<file path="config.mk">
export PLATFORM = sky130hd
export DESIGN_NAME = sd_cmd_ctrl
export DESIGN_NICKNAME = d
export VERILOG_FILES = /design/src/rtl/sd_cmd_ctrl.sv
export SDC_FILE = /design/constraint.sdc
export NUM_CORES = 1
export LEC_CHECK = 0
export CORE_MARGIN = 2
export CORE_UTILIZATION = 49
export DETAILED_ROUTE_END_ITERATION = 6
export PLACE_DENSITY = 0.81
export SETUP_SLACK_MARGIN = 0.5
export SLEW_MARGIN = 20
export SYNTH_ARGS = -nofsm -noshare
export SYNTH_HDL_FRONTEND = slang
export SYNTH_SLANG_ARGS = --single-unit
</file>
<file path="constraint.sdc">
create_clock -name clk -period 2.3 [get_ports clk]
set_clock_uncertainty 0.1 [all_clocks]
set_input_delay 0.46 -clock clk [delete_from_list [all_inputs] [get_ports clk]]
set_output_delay 0.46 -clock clk [all_outputs]
set_load 0.005 [all_outputs]
</file>
<file path="src/rtl/sd_cmd_ctrl.sv">
`default_nettype none
// ============================================================================
// Module   : sd_cmd_ctrl
// Brief    : SD CMD-line sequencer: serial command frame with CRC7 and 48-bit
//            response capture. Define SD_CMD_RESP_CRC_CHECK_EN to check the
//            response CRC7 and end bit.
// Revision : 1.0 - initial release
// ============================================================================
module sd_cmd_ctrl #(
    parameter int RESP_TIMEOUT = 64
) (
    input  logic        clk,
    input  logic        rst_n,
    input  logic        i_start,
    input  logic [5:0]  i_cmd_index,
    input  logic [31:0] i_cmd_arg,
    input  logic        i_resp_expected,
    input  logic        i_cmd_in,
    output logic        o_cmd_out,
    output logic        o_cmd_oe,
    output logic        o_busy,
    output logic        o_done,
    output logic [5:0]  o_resp_index,
    output logic [31:0] o_resp_arg,
    output logic        o_crc_err,
    output logic        o_timeout
);

    localparam int c_CNT_W = ($clog2(RESP_TIMEOUT + 1) > 6) ? $clog2(RESP_TIMEOUT + 1) : 6;
    localparam logic [c_CNT_W-1:0] c_LAST     = c_CNT_W'(47);
    localparam logic [c_CNT_W-1:0] c_BODY_END = c_CNT_W'(40);
    localparam logic [c_CNT_W-1:0] c_CRC_END  = c_CNT_W'(38);
    localparam logic [c_CNT_W-1:0] c_TMO      = c_CNT_W'(RESP_TIMEOUT);
`ifdef SD_CMD_RESP_CRC_CHECK_EN
    localparam int c_RX_W = 46;   // response bits 45..0
`else
    localparam int c_RX_W = 38;   // response bits 45..8
`endif
    localparam logic [c_CNT_W-1:0] c_RX_END = c_CNT_W'(c_RX_W);

    typedef enum logic [2:0] {
        S_IDLE = 3'd0,
        S_TX   = 3'd1,
        S_TURN = 3'd2,
        S_WAIT = 3'd3,
        S_RX   = 3'd4,
        S_DONE = 3'd5
    } state_t;

    state_t              r_state;
    state_t              w_next;
    logic [c_CNT_W-1:0]  r_cnt;
    logic [39:0]         r_sh;
    logic [6:0]          r_crc;
    logic                r_resp_exp;
    logic [c_RX_W-1:0]   r_rx;
    logic [5:0]          r_resp_index;
    logic [31:0]         r_resp_arg;
    logic                r_timeout;
    logic                w_tx_bit;

    function automatic logic [6:0] f_crc7(input logic [6:0] crc, input logic b);
        logic fb;
        fb = crc[6] ^ b;
        return {crc[5:0], 1'b0} ^ (fb ? 7'h09 : 7'h00);
    endfunction

    always_ff @(posedge clk or negedge rst_n) begin
        if (!rst_n) r_state <= S_IDLE;
        else        r_state <= w_next;
    end

    always_comb begin
        w_next = r_state;
        case (r_state)
            S_IDLE: if (i_start) w_next = S_TX;
            S_TX:   if (r_cnt == c_LAST) w_next = r_resp_exp ? S_TURN : S_DONE;
            S_TURN: if (r_cnt == c_CNT_W'(1)) w_next = S_WAIT;
            S_WAIT: begin
                if (r_cnt == c_TMO)  w_next = S_DONE;
                else if (!i_cmd_in)  w_next = S_RX;
            end
            S_RX:   if (r_cnt == c_LAST) w_next = S_DONE;
            S_DONE: w_next = S_IDLE;
            default: w_next = S_IDLE;
        endcase
    end

    // Body bits come from the shift register, then the CRC is shifted out, then the end bit.
    always_comb begin
        w_tx_bit = 1'b1;
        if (r_cnt < c_BODY_END)   w_tx_bit = r_sh[39];
        else if (r_cnt != c_LAST) w_tx_bit = r_crc[6];
    end

    always_ff @(posedge clk or negedge rst_n) begin
        if (!rst_n) begin
            r_cnt        <= '0;
            r_sh         <= '0;
            r_crc        <= '0;
            r_resp_exp   <= 1'b0;
            r_rx         <= '0;
            r_resp_index <= '0;
            r_resp_arg   <= '0;
            r_timeout    <= 1'b0;
        end else begin
            if (w_next != r_state)
                r_cnt <= '0;
            else if (r_state == S_TX || r_state == S_TURN || r_state == S_RX ||
                     (r_state == S_WAIT && i_cmd_in))
                r_cnt <= r_cnt + c_CNT_W'(1);

            case (r_state)
                S_IDLE: if (i_start) begin
                    r_sh         <= {2'b01, i_cmd_index, i_cmd_arg};
                    r_crc        <= '0;
                    r_resp_exp   <= i_resp_expected;
                    r_resp_index <= '0;
                    r_resp_arg   <= '0;
                    r_timeout    <= 1'b0;
                end
                S_TX: begin
                    if (r_cnt < c_BODY_END) begin
                        r_crc <= f_crc7(r_crc, r_sh[39]);
                        r_sh  <= {r_sh[38:0], 1'b0};
                    end else begin
                        r_crc <= {r_crc[5:0], 1'b0};
                    end
                end
                S_WAIT: begin
                    if (r_cnt == c_TMO) r_timeout <= 1'b1;
                    else if (!i_cmd_in) begin
                        r_crc <= '0;
                        r_rx  <= '0;
                    end
                end
                S_RX: begin
                    // cnt 0 samples the transmission bit, which is not stored.
                    if (r_cnt >= c_CNT_W'(1) && r_cnt <= c_RX_END)
                        r_rx <= {r_rx[c_RX_W-2:0], i_cmd_in};
`ifdef SD_CMD_RESP_CRC_CHECK_EN
                    if (r_cnt <= c_CRC_END)
                        r_crc <= f_crc7(r_crc, i_cmd_in);
`endif
                    if (r_cnt == c_LAST) begin
                        r_resp_index <= r_rx[c_RX_W-1 -: 6];
                        r_resp_arg   <= r_rx[c_RX_W-7 -: 32];
                    end
                end
                default: ;
            endcase
        end
    end

`ifdef SD_CMD_RESP_CRC_CHECK_EN
    logic r_crc_err;
    always_ff @(posedge clk or negedge rst_n) begin
        if (!rst_n)
            r_crc_err <= 1'b0;
        else if (r_state == S_IDLE && i_start)
            r_crc_err <= 1'b0;
        else if (r_state == S_RX && r_cnt == c_LAST)
            r_crc_err <= (r_rx[7:1] != r_crc) || !r_rx[0];
    end
    assign o_crc_err = r_crc_err;
`else
    logic w_unused_crc_end;
    assign w_unused_crc_end = (c_CRC_END == c_LAST);
    assign o_crc_err = 1'b0;
`endif

    assign o_cmd_oe     = (r_state == S_TX);
    assign o_cmd_out    = (r_state == S_TX) ? w_tx_bit : 1'b1;
    assign o_busy       = (r_state == S_TX) || (r_state == S_TURN) ||
                          (r_state == S_WAIT) || (r_state == S_RX);
    assign o_done       = (r_state == S_DONE);
    assign o_resp_index = r_resp_index;
    assign o_resp_arg   = r_resp_arg;
    assign o_timeout    = r_timeout;

endmodule
`default_nettype wire

</file>
==> qor.yml, run 1 <==
hp-class: "in2async"
clk_path_buf_depth: 2
num-nets-final: 839
synthDistinctLibCells: 49
p_switching_uw: 4900
cp.buffers_inverters: 6
hold_viol: 2
io_buffers: 85
grt_start_max_net_pins: 136
max_slew_margin_pct: 48.9
synth_edf_count: 0
grt.overflow.total: 0
io_pins: 87
syn-cell-area_mm2: 0.00604
crit_path_frequent_cell: "buf_4"
via_count: 6243
async_flop_share_pct: 100
pwr-share-comb_pct: 48.7
antennaDiodeCount: 0
ir_drop_mv: 0.784
end_kind: "register"
worstPathRequired_ns: 2.49
clock_latency_ns: 0.44
path_class: "reg2reg"
cellPowerDensity_mw_per_mm2: 1180
sw_frac_of_total_pct: 38.9
cap_violations: 0
path_delay_family: "buffers and inverters"
power.leakage_uw: 0.00548
synth_seq_cells: 135
path_clk_slew_ns: 0.07
clock.fmax_mhz: 390
internal-power_uw: 7710
dpl_worst_slack_ns: -0.352
cts_sinks: 135
slowest_delay_ns: 0.42
netlist_instances: 575
htreeDepth: 4
first_pass_iters: 7
ant_nets: 0
die_width_um: 115
synthesis.nets: 621
routabilityCongestion: 0.877
die_height_um: 115
cts_buffers: 17
pwr-share-clk_pct: 22.4
startpoint_type: "register"
place_hpwl_mm: 8.86
rows: 40
drc_errors: 0
violations: "hold timing, setup timing"
seqPwrFrac_pct: 28.8
wl_mm: 27.6
grt_pass1_vias: 5819
antenna_found_initial: 0
fin_crit_ns: 2.57
area_growth_pct: 76.3
critPathArrivalTime_ns: 2.76
final-max-slew-violation-count: 0
ys_seq_area_share_pct: 55.9
ys_warn_count: 0
routedWlPerCell_um: 29.0
drt-initial-drc-count: 843
run_status: "complete, but fails checks"
cts_root_buf: "clkbuf_16"
rsz0062_at_grt: "yes"
cts_tree: "done"
layout-drive-gt1-share_pct: 45.8
rrSetupSlack_ns: -0.27
fillerInstances: 406
setup-violations-final: 45
ys.flop_type: "dfrtp_1"
finalWorstSetupSlack_ns: -0.267
core_mm2: 0.0120
fin_hold_ws_ns: -0.000686
track_usage_pct: 32.6
avgSynthCellArea_um2: 10.5
grt_pass1_wl_mm: 32.6
totalPowerFinal_uw: 12600
die_area_mm2: 0.0132
start_util_pct: 50.3
path_cells: "buf_4 > buf_4 > inv_2 > ha_4 > buf_4 > buf_4 > nor4bb_4 > a21oi_1 > a32oi_2 > buf_6 > a211oi_4"
worst_pin_slew_ns: 0.767
slowest_stage: "dfrtp_1"
drt-vias-per-instance: 6.55
finalCritPeriodShare_pct: 112
path_max_fanout: 7
sequential cells by signal (all words and copies together) (netlist names):
register	flops
o_resp_arg	32
o_timeout	1
r_sh	40
o_resp_index	6
r_resp_exp	1
r_crc	7
r_rx	38
r_state	3
r_cnt	7
per-layer routing:
metal	GRT usage (%)	share of wire (%)	up-vias
met5	0	0	-
met3	6.01	9.0	166
li1	-	-	2409
met2	55.3	48	544
met4	13.9	6.6	0
met1	41.1	36	3124
cell usage in the layout, fill, tap and decap left out, types with 5 or more instances in the layout:
cell type	Yosys	routed
nor2_2	0	9
nand2_4	0	13
buf_4	6	67
o21ai_4	0	6
dfrtp_1	135	131
nand2_2	0	5
a31oi_4	0	24
a22o_1	7	7
a31oi_1	40	17
mux2i_1	16	12
clkdlybuf4s50_1	0	41
buf_16	0	13
nand3_1	8	5
inv_1	23	19
dlymetal6s2s_1	0	32
o21ai_2	1	12
dlygate4sd2_1	0	7
clkbuf_16	0	20
buf_6	2	48
nand2_1	113	95
nor2_1	43	17
mux2_4	5	42
nor2_4	0	17
buf_12	0	22
and2_1	23	22
through the flow:
stage | setup TNS [ns] | hold WS [ns] | util (%) | area (um2) | std cells
detailed placement | -8.49 | 0.371 | 61.9 | 7430 | 815
global route | -8.79 | 0.0892 | 88.6 | 10600 | 953
finish | -8.15 | -0.000686 | 88.6 | 10600 | 953
CTS | 0 | 0.0914 | 77.3 | 9290 | 909
global placement | -6.34 | 0.368 | 61.9 | 7430 | 815
floorplan | 0 | 0.0644 | - | 6200 | 575
cells by family (layout without fill, tap and decap cells):
logic type | count (synthesis) | count (layout) | synth area share, %
AND/OR/NAND/NOR | 217 | 217 | 16.3
flip-flops | 135 | 135 | 55.9
AO/OA/AOI/OAI | 90 | 91 | 9.84
multiplexers | 62 | 62 | 11.5
buffers and inverters | 61 | 291 | 4.85
XOR/XNOR | 6 | 6 | 0.870
adder cells (fa/ha/maj) | 3 | 3 | 0.622
other | 1 | 1 | 0.0621
layout make-up:
class	count	area, um2	area share [%]
inverters	23	93.8	0.882
repair buffers	236	2820	26.5
well taps	147	184	1.73
clock inverters	13	146	1.38
multi-input cells	380	3570	33.5
clock buffers	19	443	4.16
flip-flops and latches	135	3380	31.8
power groups by stage:
| stage | clock [uW] | combinational (uW) | sequential [uW] |
|---|---|---|---|
| 6_report | 2830 | 6140 | 3640 |
| 5_1_grt | 2930 | 6340 | 3640 |
| 4_1_cts | 2720 | 4220 | 3390 |
| 3_5_place_dp | 0 | 2680 | 3390 |
| 3_3_place_gp | 0 | 2550 | 3350 |
| 2_1_floorplan | 0 | 1730 | 3310 |
cell usage after synthesis, types with 3 or more instances:
cell type	n	area, um2
xor2_1	4	35.0
ha_1	3	37.5
a211oi_1	4	30.0
a22o_1	7	61.3
nand2_1	113	424
nand3_1	8	40.0
buf_4	6	45.0
a31oi_1	40	250
dfrtp_1	135	3380
o21ai_0	20	100
inv_1	23	86.3
and3_1	3	18.8
clkbuf_1	13	48.8
nor3_1	9	45.0
mux2_4	5	75.1
a21oi_1	4	20.0
mux2_2	41	462
nand4_1	4	25.0
nor2_1	43	161
buf_2	12	60.1
and2_1	23	144
o31ai_1	4	30.0
buf_1	4	15.0
mux2i_1	16	160
path summary, 6_finish.rpt:
| kind | startpoint | to | cells past startpoint |
|---|---|---|---|
| min reg2reg | r_rx[28] | r_rx[28] | 1 |
| max reg2reg | r_cnt[1] | r_cnt[5] | 11 |
| min | rst_n | o_resp_arg[9] | 2 |
| max | r_cnt[1] | r_cnt[5] | 11 |
| max in group asynchronous | rst_n | r_state[1] | 2 |
| min in group clk | r_rx[28] | r_rx[28] | 1 |
repair_timing:
item / CTS / global route
resized for setup: 157 / 195
pin swaps: 32 / 33
setup endpoints to repair: 173 / 171
hold buffers: 0 / 0
buffers inserted: 48 / 41
cloned: 14 / 3
(Power assumes the default switching activity.)
==> inputs of run 2 (changes only) <==
--- a/config.mk
+++ b/config.mk
@@ -14,3 +14,4 @@
 export SYNTH_ARGS = -nofsm -noshare
 export SYNTH_HDL_FRONTEND = slang
 export SYNTH_SLANG_ARGS = --single-unit
+export TNS_END_PERCENT = 1
==> qor.yml, run 2 (synthesis results as in run 1) <==
final_common_cell: "dfrtp_1"  # unchanged
cp.buffers_inverters: 5  # was 6
r2r_start: "r_cnt[2]"  # was r_cnt[1]
routedWlPerCell_um: 16.5  # was 29.0 um
largest-register: "r_sh"  # unchanged
place_hpwl_mm: 8.81  # was 8.86 mm
final-max-slew-violation-count: 0  # unchanged
ant_nets: 0  # unchanged
final_util_pct: 68.2  # was 88.6%
seqPwrFrac_pct: 37.8  # was 28.8%
r2r_cells: 6  # was 11
worst_pin_slew_ns: 0.614  # was 0.767 ns
fin_tns_setup_ns: 0  # was -8.15 ns
clock_latency_ns: 0.42  # was 0.44 ns
grt_pass1_wl_mm: 24.0  # was 32.6 mm
cts_buffers: 17  # unchanged
io_pins: 87  # unchanged
area_growth_pct: 35.6  # was 76.3%
rrSetupSlack_ns: 0.08  # was -0.27 ns
largest_reg_flops: 40  # unchanged
path_clk_slew_ns: 0.06  # was 0.07 ns
sw_frac_of_total_pct: 32.4  # was 38.9%
wl_mm: 14.2  # was 27.6 mm
antennaDiodeCount: 0  # unchanged
dp_cells: 809  # was 815
core_mm2: 0.0120  # unchanged
r2r-end: "r_rx[15]"  # was r_cnt[5]
rows: 40  # unchanged
finalNonFillerCells: 862  # was 953
power.leakage_uw: 0.00387  # was 0.00548 uW
path_max_fanout: 5  # was 7
grt_pass1_vias: 4853  # was 5819
dpl_worst_slack_ns: -0.185  # was -0.352 ns
internal-power_uw: 5980  # was 7710 uW
cts_sinks: 135  # unchanged
worstPathRequired_ns: 1.74  # was 2.49 ns
end_kind: "output pin"  # was register
slowest_delay_ns: 0.39  # was 0.42 ns
cap_violations: 0  # unchanged
slowest_stage: "dfrtp_1"  # unchanged
final_cell_mix: "dfrtp_1 (133), nand2_1 (113), clkdlybuf4s50_1 (80)"  # was dfrtp_1 (131), nand2_1 (95), buf_4 (67)
clk_path_buf_depth: 2  # unchanged
drt-initial-drc-count: 431  # was 843
cellPowerDensity_mw_per_mm2: 1080  # was 1180 mW/mm2
placedInstanceArea_mm2: 0.00729  # was 0.00743 mm2
p_switching_uw: 2870  # was 4900 uW
max_slew_margin_pct: 58.8  # was 48.9%
run_status: "complete, no violations"  # was complete, but fails checks
start_util_pct: 50.3  # unchanged
startpoint_type: "register"  # unchanged
grt.overflow.total: 0  # unchanged
num-nets-final: 748  # was 839
min_from: "o_resp_arg[3]"
drc_errors: 0  # unchanged
setup-violations-final: 0  # was 45
clock.fmax_mhz: 445  # was 390 MHz
routabilityCongestion: 0.873  # was 0.877
fin_crit_ns: 2.25  # was 2.57 ns
cts_root_buf: "clkbuf_16"  # unchanged
die_width_um: 115  # unchanged
finalCritPeriodShare_pct: 97.7  # was 112%
ir_drop_mv: 0.579  # was 0.784 mV
die_height_um: 115  # unchanged
grt_start_max_net_pins: 46  # was 136
path_class: "reg2out"  # was reg2reg
layout-drive-gt1-share_pct: 22.8  # was 45.8%
track_usage_pct: 23.3  # was 32.6%
via_count: 4781  # was 6243
crit_path_frequent_cell: "buf_6"  # was buf_4
path_cells: "buf_6 > buf_4 > inv_1 > buf_6 > and3_4 > clkdlybuf4s15_2"  # was buf_4 > buf_4 > inv_2 > ha_4 > buf_4 > buf_4 > nor4bb_4 > a21oi_1 > a32oi_2 > buf_6 > a211oi_4
hp-class: "reg2reg"  # was in2async
holdPathEnd: "o_resp_arg[3]"
pwr-share-comb_pct: 32.0  # was 48.7%
io_buffers: 85  # unchanged
path_delay_family: "buffers and inverters"  # unchanged
htreeDepth: 4  # unchanged
finalWorstSetupSlack_ns: 0.0538  # was -0.267 ns
holdPathStages: 2
hold_viol: 0  # was 2
antenna_found_initial: 0  # unchanged
first_pass_iters: 5  # was 7
die_area_mm2: 0.0132  # unchanged
drt-vias-per-instance: 5.55  # was 6.55
pwr-share-clk_pct: 30.2  # was 22.4%
rsz0062_at_grt: "yes"  # unchanged
cts_tree: "done"  # unchanged
design_area_mm2: 0.00819  # was 0.0106 mm2
critPathArrivalTime_ns: 1.69  # was 2.76 ns
run 2: changes by cell type in the layout (fill, tap and decap cells not counted), moves of 26 or more:
cell             change
clkdlybuf4s50_1     +39
buf_6               -41
mux2_2              +37
mux2_4              -37
nor2_1              +26
dlymetal6s2s_1      -32
run 2: per-stage QoR:
| stage | hold slack, ns | total power (uW) |
|---|---|---|
| final | 0.376 | 8840 |
| after global routing | 0.408 | 9390 |
| after CTS | 0.384 | 8830 |
| after detailed placement | 0.306 | 5920 |
| after global placement | 0.295 | 5760 |
| after floorplan | 0.0644 | 4960 |
run 2: layout make-up:
type	instances	area (um2)
repair buffers	144	1430
well taps	147	184
clock inverters	11	125
fillers	851	3820
clock buffers	21	460
inverters	23	88.8
flip-flops and latches	135	3380
multi-input cells	381	2520
run 2: power by group through the flow:
stage	Clock [uW]	Combinational, uW	Sequential [uW]
6_report	2670	2830	3340
3_5_place_dp	0	2530	3400
5_1_grt	2830	3150	3410
4_1_cts	2710	2770	3340
3_3_place_gp	0	2400	3360
2_1_floorplan	0	1650	3310
run 2: how the worst max path moves through the flow:
| stage | startpoint | to | slack [ns] | cells after the start |
|---|---|---|---|---|
| after CTS | r_cnt[1] | o_cmd_out | 0.08 | 5 |
| final | r_state[1] | o_done | 0.05 | 6 |
| after global placement | i_cmd_in | r_rx[23] | -0.09 | 4 |
| after detailed placement | i_cmd_in | r_rx[7] | -0.18 | 5 |
| after floorplan | r_cnt[2] | r_rx[32] | 0.24 | 6 |
| after global routing | r_cnt[0] | o_cmd_out | -0.002 | 5 |
run 2: tightest hold or removal path: cells and delay by family (launching register included):
kind               cells  cell delay [ns]
and+or+nand+nor        1             0.05
DFF                    1             0.34
AOI/OAI and AO/OA      1             0.06
run 2: metal layers:
layer	global-route usage [%]	wire length [um]
met2	38.2	7290
met5	0	0
met1	29.7	5950
met3	4.80	528
met4	11.2	472
run 2: what timing repair did:
item                                    in CTS  in global routing
hold endpoints to repair                    24                  0
gates resized for setup                     37                  4
buffers inserted                            16                  2
endpoints found under the setup margin     175                178
pin swaps                                   11                  3
hold buffers                                 1                  0
gates cloned                                 2                  0
==> inputs of run 3 (changes only) <==
--- a/config.mk
+++ b/config.mk
@@ -9,6 +9,7 @@
 export CORE_UTILIZATION = 49
 export DETAILED_ROUTE_END_ITERATION = 6
 export PLACE_DENSITY = 0.81
+export RECOVER_POWER = 25
 export SETUP_SLACK_MARGIN = 0.5
 export SLEW_MARGIN = 20
 export SYNTH_ARGS = -nofsm -noshare
==> qor.yml, run 3 (synthesis results as in run 1) <==
run_status: "complete, no violations"  # unchanged
fin_crit_ns: 2.25  # about the same
num-nets-final: 748  # unchanged
globalRouteMet2Util_pct: 38.2  # unchanged
final-max-slew-violation-count: 0  # unchanged
drt-vias-per-instance: 5.56  # was 5.55
track_usage_pct: 23.3  # unchanged
grt_busiest_layer: "met2"  # unchanged
die_height_um: 115  # unchanged
met3_usage_pct: 4.80  # unchanged
die_area_mm2: 0.0132  # unchanged
finalCritPeriodShare_pct: 97.8  # was 97.7%
worstPathRequired_ns: 1.74  # about the same
clk_path_buf_depth: 2  # unchanged
critPathArrivalTime_ns: 1.69  # about the same
worst_pin_slew_ns: 0.757  # was 0.614 ns
cts_buffers: 17  # unchanged
dp_cells: 809  # unchanged
final_cell_mix: "dfrtp_1 (133), nand2_1 (113), clkdlybuf4s50_1 (80)"  # unchanged
grt_pass1_vias: 4853  # unchanged
end_kind: "output pin"  # unchanged
finalNonFillerCells: 862  # unchanged
totalPowerFinal_uw: 8830  # was 8840 uW
drt-initial-drc-count: 437  # was 431
io_buffers: 85  # unchanged
antennaDiodeCount: 0  # unchanged
final_common_cell: "dfrtp_1"  # unchanged
slowest_stage: "dfrtp_1"  # unchanged
grt_start_max_net_pins: 46  # unchanged
path_cells: "buf_6 > buf_4 > inv_1 > buf_6 > and3_4 > clkdlybuf4s15_2"  # unchanged
hp-class: "reg2reg"  # unchanged
hold_viol: 0  # unchanged
fin_hold_ws_ns: 0.376  # about the same
cts_tree: "done"  # unchanged
cellPowerDensity_mw_per_mm2: 1080  # about the same
slowest_delay_ns: 0.39  # about the same
crit_path_frequent_cell: "buf_6"  # unchanged
cts_root_buf: "clkbuf_16"  # unchanged
groute.layer.met1.usage_pct: 29.7  # unchanged
grt.overflow.total: 0  # unchanged
core_mm2: 0.0120  # unchanged
via_count: 4792  # was 4781
clock_latency_ns: 0.42  # about the same
layout-drive-gt1-share_pct: 22.8  # unchanged
routabilityCongestion: 0.873  # unchanged
clock.fmax_mhz: 444  # was 445 MHz
die_width_um: 115  # unchanged
fillerInstances: 852  # was 851
ant_nets: 0  # unchanged
routedWlPerCell_um: 16.5  # about the same
path_max_fanout: 5  # unchanged
first_pass_iters: 5  # unchanged
htreeDepth: 4  # unchanged
area_growth_pct: 35.3  # was 35.6%
max_slew_margin_pct: 49.5  # was 58.8%
cts_sinks: 135  # unchanged
rows: 40  # unchanged
setup-violations-final: 0  # unchanged
path_clk_slew_ns: 0.06  # about the same
startpoint_type: "register"  # unchanged
grt_pass1_wl_mm: 24.0  # unchanged
largest-register: "r_sh"  # unchanged
wl_mm: 14.2  # about the same
cap_violations: 0  # unchanged
path_class: "reg2out"  # unchanged
ir_drop_mv: 0.578  # was 0.579 mV
start_util_pct: 50.3  # unchanged
place_hpwl_mm: 8.81  # unchanged
antenna_found_initial: 0  # unchanged
drc_errors: 0  # unchanged
largest_reg_flops: 40  # unchanged
rsz0062_at_grt: "yes"  # unchanged
power.leakage_uw: 0.00387  # about the same
io_pins: 87  # unchanged
run 3: changes by cell type in the layout (fill, tap and decap cells not counted), sizes merged:
| cell | change |
|---|---|
| buf | -1 |
| clkbuf | +1 |
run 3: power breakdown:
part / total [uW] / internal [uW] / switching (uW)
clock: 2670 / 1650 / 1020
sequential: 3340 / 3000 / 347
combinational: 2820 / 1330 / 1490
run 3: final timing paths:
path | startpoint | to | slack, ns | cells after the start
worst max-delay path | r_state[1] | o_done | 0.05 | 6
worst min-delay path | o_resp_arg[3] | o_resp_arg[3] | 0.38 | 2
worst max register to register | r_cnt[2] | r_rx[15] | 0.07 | 6
worst min register to register | o_resp_arg[3] | o_resp_arg[3] | 0.38 | 2
max in group asynchronous | rst_n | r_cnt[6] | 0.35 | 3
min in group asynchronous | rst_n | o_resp_arg[24] | 0.51 | 2
run 3: per-stage QoR:
stage	setup slack (ns)	util (%)	cell area (um2)	TNS (ns)
3_3_place_gp	-0.0916	60.7	7290	-2.86
3_5_place_dp	-0.185	60.7	7290	-5.96
5_1_grt	-0.00183	68.0	8170	-0.00183
4_1_cts	0.0773	67.8	8150	0
2_1_floorplan	0.245	-	6050	0
6_report	0.0499	68.0	8170	0
run 3: final cells by class:
cell class / count / area, um2 / area share, %
clock buffer: 21 / 460 / 5.64
timing repair buffer: 144 / 1410 / 17.2
clock inverter: 11 / 125 / 1.53
sequential: 135 / 3380 / 41.4
tap: 147 / 184 / 2.25
multi-input combinational: 381 / 2520 / 30.9
inverter: 23 / 88.8 / 1.09
run 3: critical path: cells and delay by family (launching register included):
kind,cells,cell delay (ns)
and+or+nand+nor,1,0.19
DFF,1,0.39
buffers and inverters,5,0.68
run 3: routing by layer:
metal | part of all wire [%] | vias to the layer above
met5 | 0 | -
met4 | 3.2 | 0
met3 | 4.3 | 43
met2 | 51 | 157
met1 | 41 | 2370
li1 | - | 2222
run 3: repair_timing:
| action | in CTS | in global routing |
|---|---|---|
| hold buffers | 1 | 0 |
| buffers inserted | 16 | 2 |
| hold endpoints to repair | 24 | 0 |
| resized for setup | 37 | 4 |
| pin swaps | 11 | 3 |
| gates cloned | 2 | 0 |
| endpoints found under the setup margin | 175 | 178 |
